<file path="config.mk">
export PLATFORM = sky130hd
export DESIGN_NAME = reorder_fifo_flat
export DESIGN_NICKNAME = d
export VERILOG_FILES = /design/src/rtl/reorder_fifo_if.sv /design/src/rtl/reorder_fifo.sv /design/src/flat_wrapper.sv
export SDC_FILE = /design/constraint.sdc
export NUM_CORES = 1
export LEC_CHECK = 0
export CELL_PAD_IN_SITES_DETAIL_PLACEMENT = 1
export CELL_PAD_IN_SITES_GLOBAL_PLACEMENT = 2
export CORE_MARGIN = 5
export CORE_UTILIZATION = 39
export CTS_BUF_LIST = sky130_fd_sc_hd__clkbuf_8
export CTS_CLUSTER_SIZE = 20
export DETAILED_ROUTE_END_ITERATION = 10
export PLACE_DENSITY = 0.85
export SYNTH_ARGS = -nofsm -noshare
export SYNTH_HDL_FRONTEND = slang
export SYNTH_SLANG_ARGS = --single-unit
</file>
<file path="constraint.sdc">
create_clock -name clk_i -period 3 [get_ports clk_i]
set_input_delay 0.6 -clock clk_i [delete_from_list [all_inputs] [get_ports clk_i]]
set_output_delay 0.6 -clock clk_i [all_outputs]
set_load 0.02 [all_outputs]
</file>
<file path="src/rtl/reorder_fifo_if.sv">
// Handshake bundle for reorder_fifo: allocation, out-of-order write-back and in-order retire.
// The master side is the producer/consumer and the slave side is the buffer.
interface reorder_fifo_if #(
    parameter int unsigned DATA_W = 4,
    parameter int unsigned DEPTH  = 16
);
    localparam int unsigned ID_W = $clog2(DEPTH);

    logic              alloc_i;
    logic [ID_W-1:0]   alloc_id_o;
    logic              full_o;
    logic              wb_i;
    logic [ID_W-1:0]   wb_id_i;
    logic [DATA_W-1:0] wb_data_i;
    logic              pop_i;
    logic [DATA_W-1:0] data_o;
    logic              valid_o;
    logic              empty_o;
    logic [ID_W:0]     count_o;

    modport master (
        output alloc_i, wb_i, wb_id_i, wb_data_i, pop_i,
        input  alloc_id_o, full_o, data_o, valid_o, empty_o, count_o
    );

    modport slave (
        input  alloc_i, wb_i, wb_id_i, wb_data_i, pop_i,
        output alloc_id_o, full_o, data_o, valid_o, empty_o, count_o
    );
endinterface

</file>
<file path="src/rtl/reorder_fifo.sv">
// Reorder buffer: entries are allocated in program order, completed out of order by ID,
// and retired from the head only once completed.
module reorder_fifo #(
    parameter int unsigned DATA_W = 4,
    parameter int unsigned DEPTH  = 16
) (
    input logic           clk_i,
    input logic           reset_i,
    reorder_fifo_if.slave bus
);
    localparam int unsigned ID_W = $clog2(DEPTH);
    localparam logic [ID_W:0] PTR_ONE = {{ID_W{1'b0}}, 1'b1};

    logic [ID_W:0]     head, head_next;
    logic [ID_W:0]     tail, tail_next;
    logic [ID_W:0]     count, count_next;
    logic [DEPTH-1:0]  done, done_next;
    logic [DATA_W-1:0] payload [DEPTH];

    logic [ID_W-1:0] head_idx;
    logic [ID_W-1:0] tail_idx;
    logic [ID_W-1:0] wb_offset;
    logic            empty;
    logic            full;
    logic            valid;
    logic            alloc_ok;
    logic            pop_ok;
    logic            wb_allocated;
    logic            wb_ok;

    assign head_idx = head[ID_W-1:0];
    assign tail_idx = tail[ID_W-1:0];

    assign empty = (head == tail);
    assign full  = (head_idx == tail_idx) && (head[ID_W] != tail[ID_W]);
    assign valid = !empty && done[head_idx];

    assign alloc_ok = bus.alloc_i && !full;
    assign pop_ok   = bus.pop_i && valid;

    // An ID is live when its distance from the head is below the occupancy.
    assign wb_offset    = bus.wb_id_i - head_idx;
    assign wb_allocated = ({1'b0, wb_offset} < count);
    assign wb_ok        = bus.wb_i && wb_allocated && !done[bus.wb_id_i];

    // The three done-bit updates never collide: alloc targets a free slot, a popped head
    // is already done so write-back cannot target it.
    always_comb begin
        head_next  = head;
        tail_next  = tail;
        count_next = count;
        done_next  = done;
        if (alloc_ok) begin
            done_next[tail_idx] = 1'b0;
            tail_next           = tail + PTR_ONE;
        end
        if (wb_ok) begin
            done_next[bus.wb_id_i] = 1'b1;
        end
        if (pop_ok) begin
            done_next[head_idx] = 1'b0;
            head_next           = head + PTR_ONE;
        end
        unique case ({alloc_ok, pop_ok})
            2'b10:   count_next = count + PTR_ONE;
            2'b01:   count_next = count - PTR_ONE;
            default: count_next = count;
        endcase
    end

    always_ff @(posedge clk_i) begin
        if (reset_i) begin
            head  <= '0;
            tail  <= '0;
            count <= '0;
            done  <= '0;
        end else begin
            head  <= head_next;
            tail  <= tail_next;
            count <= count_next;
            done  <= done_next;
        end
    end

    // Payload storage carries no reset; the done bits alone qualify it.
    always_ff @(posedge clk_i) begin
        if (!reset_i && wb_ok) begin
            payload[bus.wb_id_i] <= bus.wb_data_i;
        end
    end

    assign bus.alloc_id_o = tail_idx;
    assign bus.full_o     = full;
    assign bus.empty_o    = empty;
    assign bus.valid_o    = valid;
    assign bus.data_o     = payload[head_idx];
    assign bus.count_o    = count;
endmodule

</file>
<file path="src/flat_wrapper.sv">
// flat-port wrapper written by rule: the top's interface ports become plain ports
module reorder_fifo_flat 
#(
    parameter int unsigned DATA_W = 4,
    parameter int unsigned DEPTH  = 16
)
  (clk_i, reset_i, bus_alloc_i, bus_wb_i, bus_wb_id_i, bus_wb_data_i, bus_pop_i, bus_alloc_id_o, bus_full_o, bus_data_o, bus_valid_o, bus_empty_o, bus_count_o);
  reorder_fifo_if #(.DATA_W(DATA_W), .DEPTH(DEPTH)) bus_i ();
  input logic clk_i;
  input logic reset_i;
  input wire logic [$bits(bus_i.alloc_i)-1:0] bus_alloc_i;
  input wire logic [$bits(bus_i.wb_i)-1:0] bus_wb_i;
  input wire logic [$bits(bus_i.wb_id_i)-1:0] bus_wb_id_i;
  input wire logic [$bits(bus_i.wb_data_i)-1:0] bus_wb_data_i;
  input wire logic [$bits(bus_i.pop_i)-1:0] bus_pop_i;
  output wire logic [$bits(bus_i.alloc_id_o)-1:0] bus_alloc_id_o;
  output wire logic [$bits(bus_i.full_o)-1:0] bus_full_o;
  output wire logic [$bits(bus_i.data_o)-1:0] bus_data_o;
  output wire logic [$bits(bus_i.valid_o)-1:0] bus_valid_o;
  output wire logic [$bits(bus_i.empty_o)-1:0] bus_empty_o;
  output wire logic [$bits(bus_i.count_o)-1:0] bus_count_o;
  assign bus_i.alloc_i = bus_alloc_i;
  assign bus_i.wb_i = bus_wb_i;
  assign bus_i.wb_id_i = bus_wb_id_i;
  assign bus_i.wb_data_i = bus_wb_data_i;
  assign bus_i.pop_i = bus_pop_i;
  assign bus_alloc_id_o = bus_i.alloc_id_o;
  assign bus_full_o = bus_i.full_o;
  assign bus_data_o = bus_i.data_o;
  assign bus_valid_o = bus_i.valid_o;
  assign bus_empty_o = bus_i.empty_o;
  assign bus_count_o = bus_i.count_o;
  reorder_fifo #(.DATA_W(DATA_W), .DEPTH(DEPTH)) u_core (.clk_i(clk_i), .reset_i(reset_i), .bus(bus_i));
endmodule
</file>
# Word level (Yosys, flattened, before mapping)
# Memory sizes are Yosys's and may differ from the RTL's. A register that Yosys moved wholly into a read port is not among the register bits.
# Index checks and enable logic that the tools add are counted.
dict set report word_totals {
  input_bits 13
  n_memories 1
  ramBits 64
  register_bits 31
  elab_cells 60
}
dict set report classes {
  reduce_logical 15
  add_sub_neg 5
  bitwise 5
  magnitude_cmp 7
  muxes 18
  eq_ne 5
}
# memory words width rd rd_ports_with_merged_regs write_ports line_no
set mem_list {}
lappend mem_list {u_core.payload 16 4 1 1 1 reorder_fifo.sv:18} ;# logic [DATA_W-1:0] payload [DEPTH];
# operator count
set op_table {}
lappend op_table {{$mux W16} 3}
lappend op_table {{$and A16 B16 Y16} 2}
lappend op_table {{$not A16 Y16} 2}
lappend op_table {{$or A16 B16 Y16} 1}
lappend op_table {{$add A5 B1 Y5 const B} 3}
lappend op_table {{$lt A4 B5 Y1 const B} 3}
lappend op_table {{$demux W1 S4} 3}
lappend op_table {{$ge A4 B1 Y1 const B} 3}
lappend op_table {{$logic_and A1 B1 Y1} 10}
lappend op_table {{$pmux W5 S2} 1}
lappend op_table {{$bmux W1 S4} 2}
lappend op_table {{$mux W4} 2}
lappend op_table {{$mux W1} 7}
lappend op_table {{$eq A5 B5 Y1} 1}
lappend op_table {{$lt A4 B5 Y1} 1}
lappend op_table {{$sub A5 B1 Y5 const B} 1}
lappend op_table {{$eq A4 B4 Y1} 1}
lappend op_table {{$logic_not A1 Y1} 4}
lappend op_table {{$sub A4 B4 Y4} 1}
lappend op_table {{$eq A2 B1 Y1 const B} 1}
lappend op_table {{$eq A2 B2 Y1 const B} 1}
lappend op_table {{$reduce_bool A2 Y1} 1}
lappend op_table {{$ne A1 B1 Y1} 1}

# Depth between registers and ports, before layout
# Gate-level depths: netlist of the first run.
dict set report depth {
  word_depth 11
  depth_mapped 15
  depth_no_buf 12
}

# Worst setup path before layout of the first run
# No wires, ideal clock.
dict set report synth_path {
  path_type {flip-flop to flip-flop}
  from {reg u_core.head[0]}
  to {reg u_core.count[4] (netlist: u_core.bus.count_o[4])}
  t_required_ns 2.930
  setup_ns 0.070
  setup_slack_ns -0.269
  arrival_time_ns 3.198
  period_less_slack_ns 3.269
  n_path_buf 2
  stages_incl_launch_ff 14
  cell_sequence {dfxtp_1 > buf_6 > mux4_1 > a22o_2 > o22ai_4 > nor2_4 > buf_6 > ha_1 > ha_1 > nor2b_1 > o21ai_0 > a21oi_1 > or4_1 > a21oi_1}
}
dict set report synth_via {
  elab_chain_cells 6
}
# item line_no
set synth_lines {}
lappend synth_lines {{from (decl)} reorder_fifo.sv:14} ;# logic [ID_W:0] head, head_next;
lappend synth_lines {{from (signal assigned)} reorder_fifo.sv:78} ;# head <= head_next;
lappend synth_lines {{$bmux W1 S4 (tied with other cells)} reorder_fifo.sv:36} ;# assign valid = !empty && done[head_idx];
lappend synth_lines {{$mux W1 (not written as such) (tied with other cells)} reorder_fifo.sv:36}
lappend synth_lines {{$logic_and A1 B1 Y1 / $logic_not A1 Y1 (equally long branches)} {reorder_fifo.sv:36, reorder_fifo.sv:38}}
lappend synth_lines {{$logic_and A1 B1 Y1, on equally long branches} {reorder_fifo.sv:39, reorder_fifo.sv:38}}
lappend synth_lines {{$eq A2 B1 Y1 / $eq A2 B2 Y1 (equally long branches)} reorder_fifo.sv:64} ;# unique case ({alloc_ok, pop_ok})
lappend synth_lines {{$pmux W5 S2 / $reduce_bool A2 Y1 (equally long branches)} --}
lappend synth_lines {{to (signal assigned)} reorder_fifo.sv:80} ;# count <= count_next;
lappend synth_lines {{to (decl)} reorder_fifo.sv:16} ;# logic [ID_W:0] count, count_next;
# Several ways; a longest one is shown, not always the timed one. The select of a mux whose other input is x is not followed.
# A chain may end at the register's enable or synchronous reset.

# Final worst setup path of the first run
# Same ends and word-level chain as after synthesis.

==> flow_metrics.py, run 1 <==
metrics = {
    "placement": {
        "portBuffers": 28,
        "dpl_worst_slack_ns": -0.481,
        "dp_hpwl_um": 9810,
        "dpl.cell_count": 609,
        "gp_congestion": 0.910,
    },
    "layout": {
        "layout.cells.most_common": "sky130_fd_sc_hd__edfxtp_1",
        "final_net_count": 483,
        "antennaDiodeCount": 0,
        "layout.cells.non_filler": 626,
        "layout.cells.most_common_list": "64 x sky130_fd_sc_hd__edfxtp_1, 46 x sky130_fd_sc_hd__buf_4, 42 x sky130_fd_sc_hd__inv_1, 33 x sky130_fd_sc_hd__dfxtp_1, 25 x sky130_fd_sc_hd__mux4_2",
        "utilization": 0.484,
        "nFillCells": 1369,
        "post_route_cells_drive_above_1_share": 0.275,
        "flow.area_growth_from_synthesis_pct": 22.4,
    },
    "detailed_routing": {
        "wire_per_inst_um": 20.8,
        "routed-via-count": 3373,
        "detail-route-antenna-nets": 0,
        "drt_drc_violations_left": 0,
        "drt_pre_antenna_iters": 4,
        "detail_route.iter0.violations": 267,
        "via_per_inst": 5.39,
        "drt-total-wl_um": 13100,
    },
    "logic_synthesis": {
        "most_area_consuming_cells_after_synthesis": "sky130_fd_sc_hd__edfxtp_1 39%, sky130_fd_sc_hd__dfxtp_1 14%, sky130_fd_sc_hd__mux4_2 11%, sky130_fd_sc_hd__ha_1 4.6%, sky130_fd_sc_hd__inv_1 3.5%",
        "synth_top_flop_cell": "sky130_fd_sc_hd__edfxtp_1",
        "yosysTopAreaCell": "sky130_fd_sc_hd__edfxtp_1",
        "synth-edff-count": 64,
        "net_count_of_the_mapped_netlist": 416,
        "syn_avg_cell_area_sq_um": 12.9,
        "synthArstFlopShare": 0,
        "yosys_register_bits": 99,
        "yosys.cell_types.count": 54,
        "synth_cells": 383,
        "netlist.area_leader.share": 0.388,
        "number_of_warnings_printed_during_yosys_synthesis": 0,
        "synth.cell_area_sq_mm": 0.00495,
        "sequential_cell_area_fraction_in_the_yosys_report": 0.530,
    },
    "sta": {
        "final-setup-viol-count": 1,
        "clock-skew-final_ns": 0.00961,
        "slew_headroom": 0.576,
        "period_minus_slack_ns": 3.02,
        "final.period_utilization": 1.01,
        "final_critical_path_setup_slack_ns": -0.0165,
        "tightest_slew_ns": 0.634,
        "max_freq_ghz": 0.332,
        "rsz0062_at_grt": "true",
        "report.final.slew_viol_count": 0,
        "hold_viol_final": 0,
        "worst_hold_slack_ns": 0.559,
    },
    "worst_setup_path": {
        "critPathMaxStageDelay_ns": 0.52,
        "worstSetupEndpointType": "flip-flop",
        "worst_path_cell_chain": "buf_12 -> mux4_2 -> a22o_4 -> o22ai_4 -> nor2_4 -> ha_4 -> ha_4 -> nor2b_4 -> o21ai_2 -> and3_4 -> or4_4 -> a21oi_2",
        "crit_path_start_kind": "flip-flop",
        "cpMaxStageDelayCell": "sky130_fd_sc_hd__mux4_2",
        "crit_top_cell": "sky130_fd_sc_hd__ha_4",
        "critPathArrivalTime_ns": 3.34,
        "cp_data_required_time_ns": 3.32,
        "setup.worst_path.class": "flip-flop to flip-flop",
        "crit_fanout": 5,
    },
    "clock_tree": {
        "worstSkewPairLatency_ns": 0.38,
        "cts-root-buf": "sky130_fd_sc_hd__clkbuf_8",
        "cts_htree_levels": 3,
        "clkSlewWorstSetupHoldPaths_ns": 0.10,
        "cts.path.max_buffers": 2,
        "cts_made_buffers": 9,
        "cts_sinks": 99,
        "hold_fix_buffers_at_cts": 0,
        "cts_tree": "built",
    },
    "floorplanning": {
        "initial_core_util": 0.395,
        "rows": 41,
        "dieHeight_um": 123,
        "floorplan.io_pins": 29,
        "die_area_sq_mm": 0.0150,
        "floorplan.core_area_sq_mm": 0.0125,
        "die_width_um": 123,
    },
    "global_route": {
        "grt_max_degree": 34,
        "grt_use_total": 0.186,
        "grt_pass1_vias": 3691,
        "grt_first_pass_wirelength_um": 20600,
        "grt_antenna_before_repair": 0,
        "global_route.overflow_total": 0,
    },
    "outcome": {
        "failed_checks": "negative setup slack",
        "status": "complete, but fails checks",
    },
    "power": {
        "pwr_density_cell_mw_per_mm2": 433,
        "irDropWorstVdd_mv": 0.162,
        "power.leakage_uw": 0.00219,
    },
    "run": {
        "cap_violations": 0,
    },
    "worst_hold_path": {
        "hold_class": "flip-flop to flip-flop",
    },
}
path summary, 6_finish.rpt:
path,to,start,slack [ns],depth (start not counted)
worst max-delay path,u_core.bus.count_o[4]$_SDFFE_PP0P_,u_core.head[0]$_SDFFE_PP0N_,-0.02,12
worst min register to register,u_core.head[4]$_SDFFE_PP0N_,u_core.head[4]$_SDFFE_PP0N_,0.56,2
worst min-delay path,u_core.head[4]$_SDFFE_PP0N_,u_core.head[4]$_SDFFE_PP0N_,0.56,2
worst max register to register,u_core.bus.count_o[4]$_SDFFE_PP0P_,u_core.head[0]$_SDFFE_PP0N_,-0.02,12
layout make-up:
cell class / count / area [sq um] / area share
timing repair buffer: 80 / 734 / 0.121
multi-input combinational: 214 / 2090 / 0.346
tap: 172 / 215 / 0.0355
inverter: 46 / 175 / 0.0289
clock inverter: 6 / 83.8 / 0.0138
sequential: 99 / 2630 / 0.434
clock buffer: 9 / 124 / 0.0205
worst max-delay path: cells and delay by family (launching register included):
kind	cells	cell delay (ns)
flops	1	0.42
mux	1	0.52
fa+ha+maj	2	0.46
simple gates	4	0.80
buf+inv	1	0.11
compound gates	4	0.64
report_power, final:
group          internal, uW  total (uW)  switching [uW]  leakage [uW]
logic                  98.4         227             129       0.00122
clock network           461         927             467      0.000108
registers              1460        1470            11.0      0.000860
total                  2020        2620             606       0.00219
per-layer routing:
layer / vias up / track usage / share of wire / wire, um
met5: - / 0 / 0 / 0
met4: 0 / 0.0945 / 0.039 / 511
met3: 29 / 0.0323 / 0.038 / 497
met2: 77 / 0.306 / 0.49 / 6390
met1: 1692 / 0.237 / 0.43 / 5650
li1: 1575 / - / - / -
logic make-up after synthesis:
group / share of synthesized area
buffers and inverters: 0.0653
XOR/XNOR: 0.0248
AND/OR/NAND/NOR: 0.0885
multiplexers: 0.129
AO/OA/AOI/OAI: 0.108
adder cells (fa/ha/maj): 0.0536
flip-flops: 0.530
Yosys cell counts (3+ instances only):
master / number
sky130_fd_sc_hd__o21ai_0: 7
sky130_fd_sc_hd__a41o_1: 4
sky130_fd_sc_hd__buf_2: 6
sky130_fd_sc_hd__inv_1: 46
sky130_fd_sc_hd__dfxtp_1: 35
sky130_fd_sc_hd__buf_6: 3
sky130_fd_sc_hd__mux4_1: 3
sky130_fd_sc_hd__nand2_1: 10
sky130_fd_sc_hd__a22oi_1: 3
sky130_fd_sc_hd__ha_1: 18
sky130_fd_sc_hd__xnor2_1: 9
sky130_fd_sc_hd__clkbuf_1: 7
sky130_fd_sc_hd__and2_1: 3
sky130_fd_sc_hd__nand4_1: 7
sky130_fd_sc_hd__nor2_1: 22
sky130_fd_sc_hd__buf_4: 5
sky130_fd_sc_hd__nand2b_1: 5
sky130_fd_sc_hd__nor2b_1: 4
sky130_fd_sc_hd__a311o_1: 11
sky130_fd_sc_hd__a21o_1: 4
sky130_fd_sc_hd__nand3_1: 13
sky130_fd_sc_hd__nor3_1: 3
sky130_fd_sc_hd__a32oi_1: 12
sky130_fd_sc_hd__edfxtp_1: 64
sky130_fd_sc_hd__xor2_1: 5
sky130_fd_sc_hd__a21oi_1: 16
sky130_fd_sc_hd__mux4_2: 24
stage by stage:
| step | power, uW | area (sq um) | TNS (ns) |
|---|---|---|---|
| 2_1_floorplan | 1610 | 4990 | -0.0712 |
| 3_3_place_gp | 1720 | 5760 | -22.61 |
| 3_5_place_dp | 1720 | 5760 | -31.78 |
| 4_1_cts | 2640 | 5980 | 0 |
| 5_1_grt | 2730 | 6050 | -0.560 |
| 6_report | 2620 | 6050 | -0.0165 |
repair_timing:
action                     4_1_cts  5_1_grt
buffers inserted                 0        1
gates resized for setup         16       18
pin swaps                        3        8
gates cloned                     0        1
setup endpoints to repair       48       73
registers in the layout, indices dropped and copies added (netlist names), named ones only:
name	count
u_core.bus.count_o	5
u_core.done	16
u_core.head	5
u_core.payload	64
u_core.tail	5
Note: power is estimated with default switching activity, not from simulation.
==> inputs of run 2 (changes only) <==
--- a/config.mk
+++ b/config.mk
@@ -7,12 +7,14 @@
 export LEC_CHECK = 0
 export CELL_PAD_IN_SITES_DETAIL_PLACEMENT = 1
 export CELL_PAD_IN_SITES_GLOBAL_PLACEMENT = 2
+export CORE_ASPECT_RATIO = 1.75
 export CORE_MARGIN = 5
-export CORE_UTILIZATION = 39
+export CORE_UTILIZATION = 47
 export CTS_BUF_LIST = sky130_fd_sc_hd__clkbuf_8
 export CTS_CLUSTER_SIZE = 20
 export DETAILED_ROUTE_END_ITERATION = 10
-export PLACE_DENSITY = 0.85
+export PLACE_DENSITY = 0.95
+export SLEW_MARGIN = 20
 export SYNTH_ARGS = -nofsm -noshare
 export SYNTH_HDL_FRONTEND = slang
 export SYNTH_SLANG_ARGS = --single-unit
==> constraint.sdc (replaced) <==
create_clock -name clk_i -period 3.7 [get_ports clk_i]
set_input_delay 0.74 -clock clk_i [delete_from_list [all_inputs] [get_ports clk_i]]
set_output_delay 0.74 -clock clk_i [all_outputs]
set_load 0.02 [all_outputs]
==> flow_metrics.py, run 2 (synthesis results as in run 1) <==
metrics = {
    "outcome": {
        "status": "finished clean",
    },
    "detailed_routing": {
        "wire_per_inst_um": 23.2,
        "detail_route.iter0.violations": 129,
        "drt_drc_violations_left": 0,
        "routed-via-count": 3284,
        "detail-route-antenna-nets": 0,
        "drt-total-wl_um": 12700,
        "drt_pre_antenna_iters": 4,
        "via_per_inst": 5.99,
    },
    "global_route": {
        "grt_antenna_before_repair": 0,
        "grt_max_degree": 34,
        "grt_first_pass_wirelength_um": 19800,
        "grt_pass1_vias": 3674,
        "global_route.overflow_total": 0,
        "grt_use_total": 0.208,
    },
    "floorplanning": {
        "initial_core_util": 0.480,
        "floorplan.core_area_sq_mm": 0.0103,
        "dieHeight_um": 146,
        "floorplan.io_pins": 29,
        "rows": 49,
        "die_area_sq_mm": 0.0128,
        "die_width_um": 87.6,
    },
    "worst_hold_path": {
        "hold_end": "u_core.head[4]$_SDFFE_PP0N_",
        "min_path_cells": 2,
        "timing.hold.worst.start": "u_core.head[4]$_SDFFE_PP0N_",
        "hold_class": "flip-flop to flip-flop",
    },
    "sta": {
        "slew_headroom": 0.521,
        "final.period_utilization": 0.947,
        "period_minus_slack_ns": 3.51,
        "worst_hold_slack_ns": 0.540,
        "setup_total_negative_slack_ns": 0,
        "tightest_slew_ns": 0.717,
        "hold_viol_final": 0,
        "rsz0062_at_grt": "false",
        "final-setup-viol-count": 0,
        "report.final.slew_viol_count": 0,
        "max_freq_ghz": 0.285,
        "clock-skew-final_ns": 0.0137,
    },
    "clock_tree": {
        "cts_sinks": 99,
        "worstSkewPairLatency_ns": 0.37,
        "cts_setup_buffers": 0,
        "cts_tree": "built",
        "cts.path.max_buffers": 2,
        "clkSlewWorstSetupHoldPaths_ns": 0.10,
        "cts_made_buffers": 9,
        "cts-root-buf": "sky130_fd_sc_hd__clkbuf_8",
        "cts_htree_levels": 3,
    },
    "power": {
        "power.leakage_uw": 0.00201,
        "internal_pwr_total_uw": 1630,
        "power.share.switching": 0.231,
        "irDropWorstVdd_mv": 0.192,
        "power.share.clock": 0.361,
        "pwr_density_cell_mw_per_mm2": 379,
        "power.share.combinational": 0.075,
        "power.share.sequential": 0.563,
        "power.net_switching_uw": 490,
    },
    "worst_setup_path": {
        "cp_data_required_time_ns": 2.96,
        "setup.worst_path.class": "flip-flop to primary output",
        "timing.rr.start": "u_core.head[0]$_SDFFE_PP0N_",
        "cpMaxStageDelayCell": "sky130_fd_sc_hd__mux4_1",
        "critPathMaxStageDelay_ns": 0.65,
        "critPathArrivalTime_ns": 2.77,
        "crit_path_start_kind": "flip-flop",
        "setup.reg_to_reg.worst_slack_ns": 0.27,
        "worst_r2r_path_depth": 11,
        "rr_endpoint": "u_core.bus.count_o[4]$_SDFFE_PP0P_",
        "worst_path_cell_chain": "mux4_1 -> a22o_2 -> o22ai_4 -> buf_4 -> inv_1 -> clkdlybuf4s50_1",
        "worstSetupEndpointType": "primary output",
        "crit_fanout": 9,
    },
    "layout": {
        "final_net_count": 449,
        "multiInputGateArea_sq_mm": 0.00200,
        "nFillCells": 1035,
        "largest_reg_flops": 64,
        "top_register": "u_core.payload",
        "final_area_sq_mm": 0.00559,
        "layout_top_registers": "u_core.payload: 64 flops, u_core.done: 16 flops",
        "layout.cells.most_common": "sky130_fd_sc_hd__edfxtp_1",
        "layout.cells.most_common_list": "64 x sky130_fd_sc_hd__edfxtp_1, 47 x sky130_fd_sc_hd__inv_1, 34 x sky130_fd_sc_hd__dfxtp_1, 28 x sky130_fd_sc_hd__clkdlybuf4s50_1, 24 x sky130_fd_sc_hd__mux4_2",
        "flow.area_growth_from_synthesis_pct": 13.0,
        "seqCellArea_sq_mm": 0.00262,
        "post_route_cells_drive_above_1_share": 0.157,
        "antennaDiodeCount": 0,
    },
    "placement": {
        "dp_hpwl_um": 9860,
        "placement.cell_area_sq_mm": 0.00537,
        "gp_congestion": 0.884,
        "portBuffers": 28,
    },
    "run": {
        "cap_violations": 0,
    },
}
==> run 2: cell count changes in the layout (fill, tap and decap cells not counted), sizes merged <==
cell and change:
buf -34, clkinvlp -1, clkbuf -1, dlymetal6s2s -1, clkinv +2, clkdlybuf4s50 +6, dlygate4sd2 -4
==> run 2: power by group through the flow <==
| stage | Combinational [uW] | Sequential (uW) | Clock [uW] |
|---|---|---|---|
| 3_3_place_gp | 156 | 1220 | 0 |
| 4_1_cts | 160 | 1190 | 774 |
| 6_report | 160 | 1190 | 765 |
| 2_1_floorplan | 84.2 | 1220 | 0 |
| 3_5_place_dp | 160 | 1220 | 0 |
| 5_1_grt | 174 | 1190 | 831 |
==> run 2: final cells by class <==
type	instances	share of cell area
sequential	99	0.469
multi-input combinational	214	0.358
timing repair buffer	46	0.0743
inverter	46	0.0309
tap	127	0.0284
clock buffer	9	0.0222
clock inverter	7	0.0168
==> run 2: critical path, delay by kind of cell (launching register included) <==
kind / cells / cell delay, ns
buf+inv: 3 / 0.82
mux: 1 / 0.65
flops: 1 / 0.50
compound gates: 2 / 0.42
==> run 2: metal layers <==
metal	global-route usage	part of all wire	vias up
met3	0.0368	0.027	41
met5	0	0	-
li1	-	-	1502
met1	0.216	0.36	1636
met4	0.131	0.064	0
met2	0.372	0.55	105
==> run 2: worst max-delay path by stage <==
stage / slack, ns / end / from
6_report: 0.19 / bus_valid_o / u_core.head[0]$_SDFFE_PP0N_
5_1_grt: 0.11 / bus_valid_o / u_core.head[0]$_SDFFE_PP0N_
4_1_cts: 0.03 / bus_valid_o / u_core.head[0]$_SDFFE_PP0N_
3_5_place_dp: 0.04 / u_core.payload[5][2]$_DFFE_PP_ / bus_wb_id_i[0]
3_3_place_gp: 0.17 / u_core.payload[7][1]$_DFFE_PP_ / bus_wb_id_i[0]
2_1_floorplan: 0.41 / u_core.payload[6][0]$_DFFE_PP_ / bus_wb_id_i[0]
==> run 2: through the flow <==
step	total power (uW)	std cells	util	setup WS, ns
after floorplan	1300	383	-	0.406
after global placement	1370	532	0.522	0.173
after detailed placement	1380	532	0.522	0.0381
after CTS	2130	548	0.543	0.0273
after global routing	2200	548	0.543	0.113
final	2120	548	0.543	0.194
==> run 2: repair_timing <==
item	in CTS	in global routing
hold buffers	0	0
gates resized for setup	0	1
setup endpoints to repair	0	2
==> inputs of run 3 (changes only) <==
--- a/config.mk
+++ b/config.mk
@@ -5,6 +5,7 @@
 export SDC_FILE = /design/constraint.sdc
 export NUM_CORES = 1
 export LEC_CHECK = 0
+export CAP_MARGIN = 20
 export CELL_PAD_IN_SITES_DETAIL_PLACEMENT = 1
 export CELL_PAD_IN_SITES_GLOBAL_PLACEMENT = 2
 export CORE_ASPECT_RATIO = 1.75
==> results of run 3 <==
The final DEF is identical to that of run 2; final timing and power are the same.
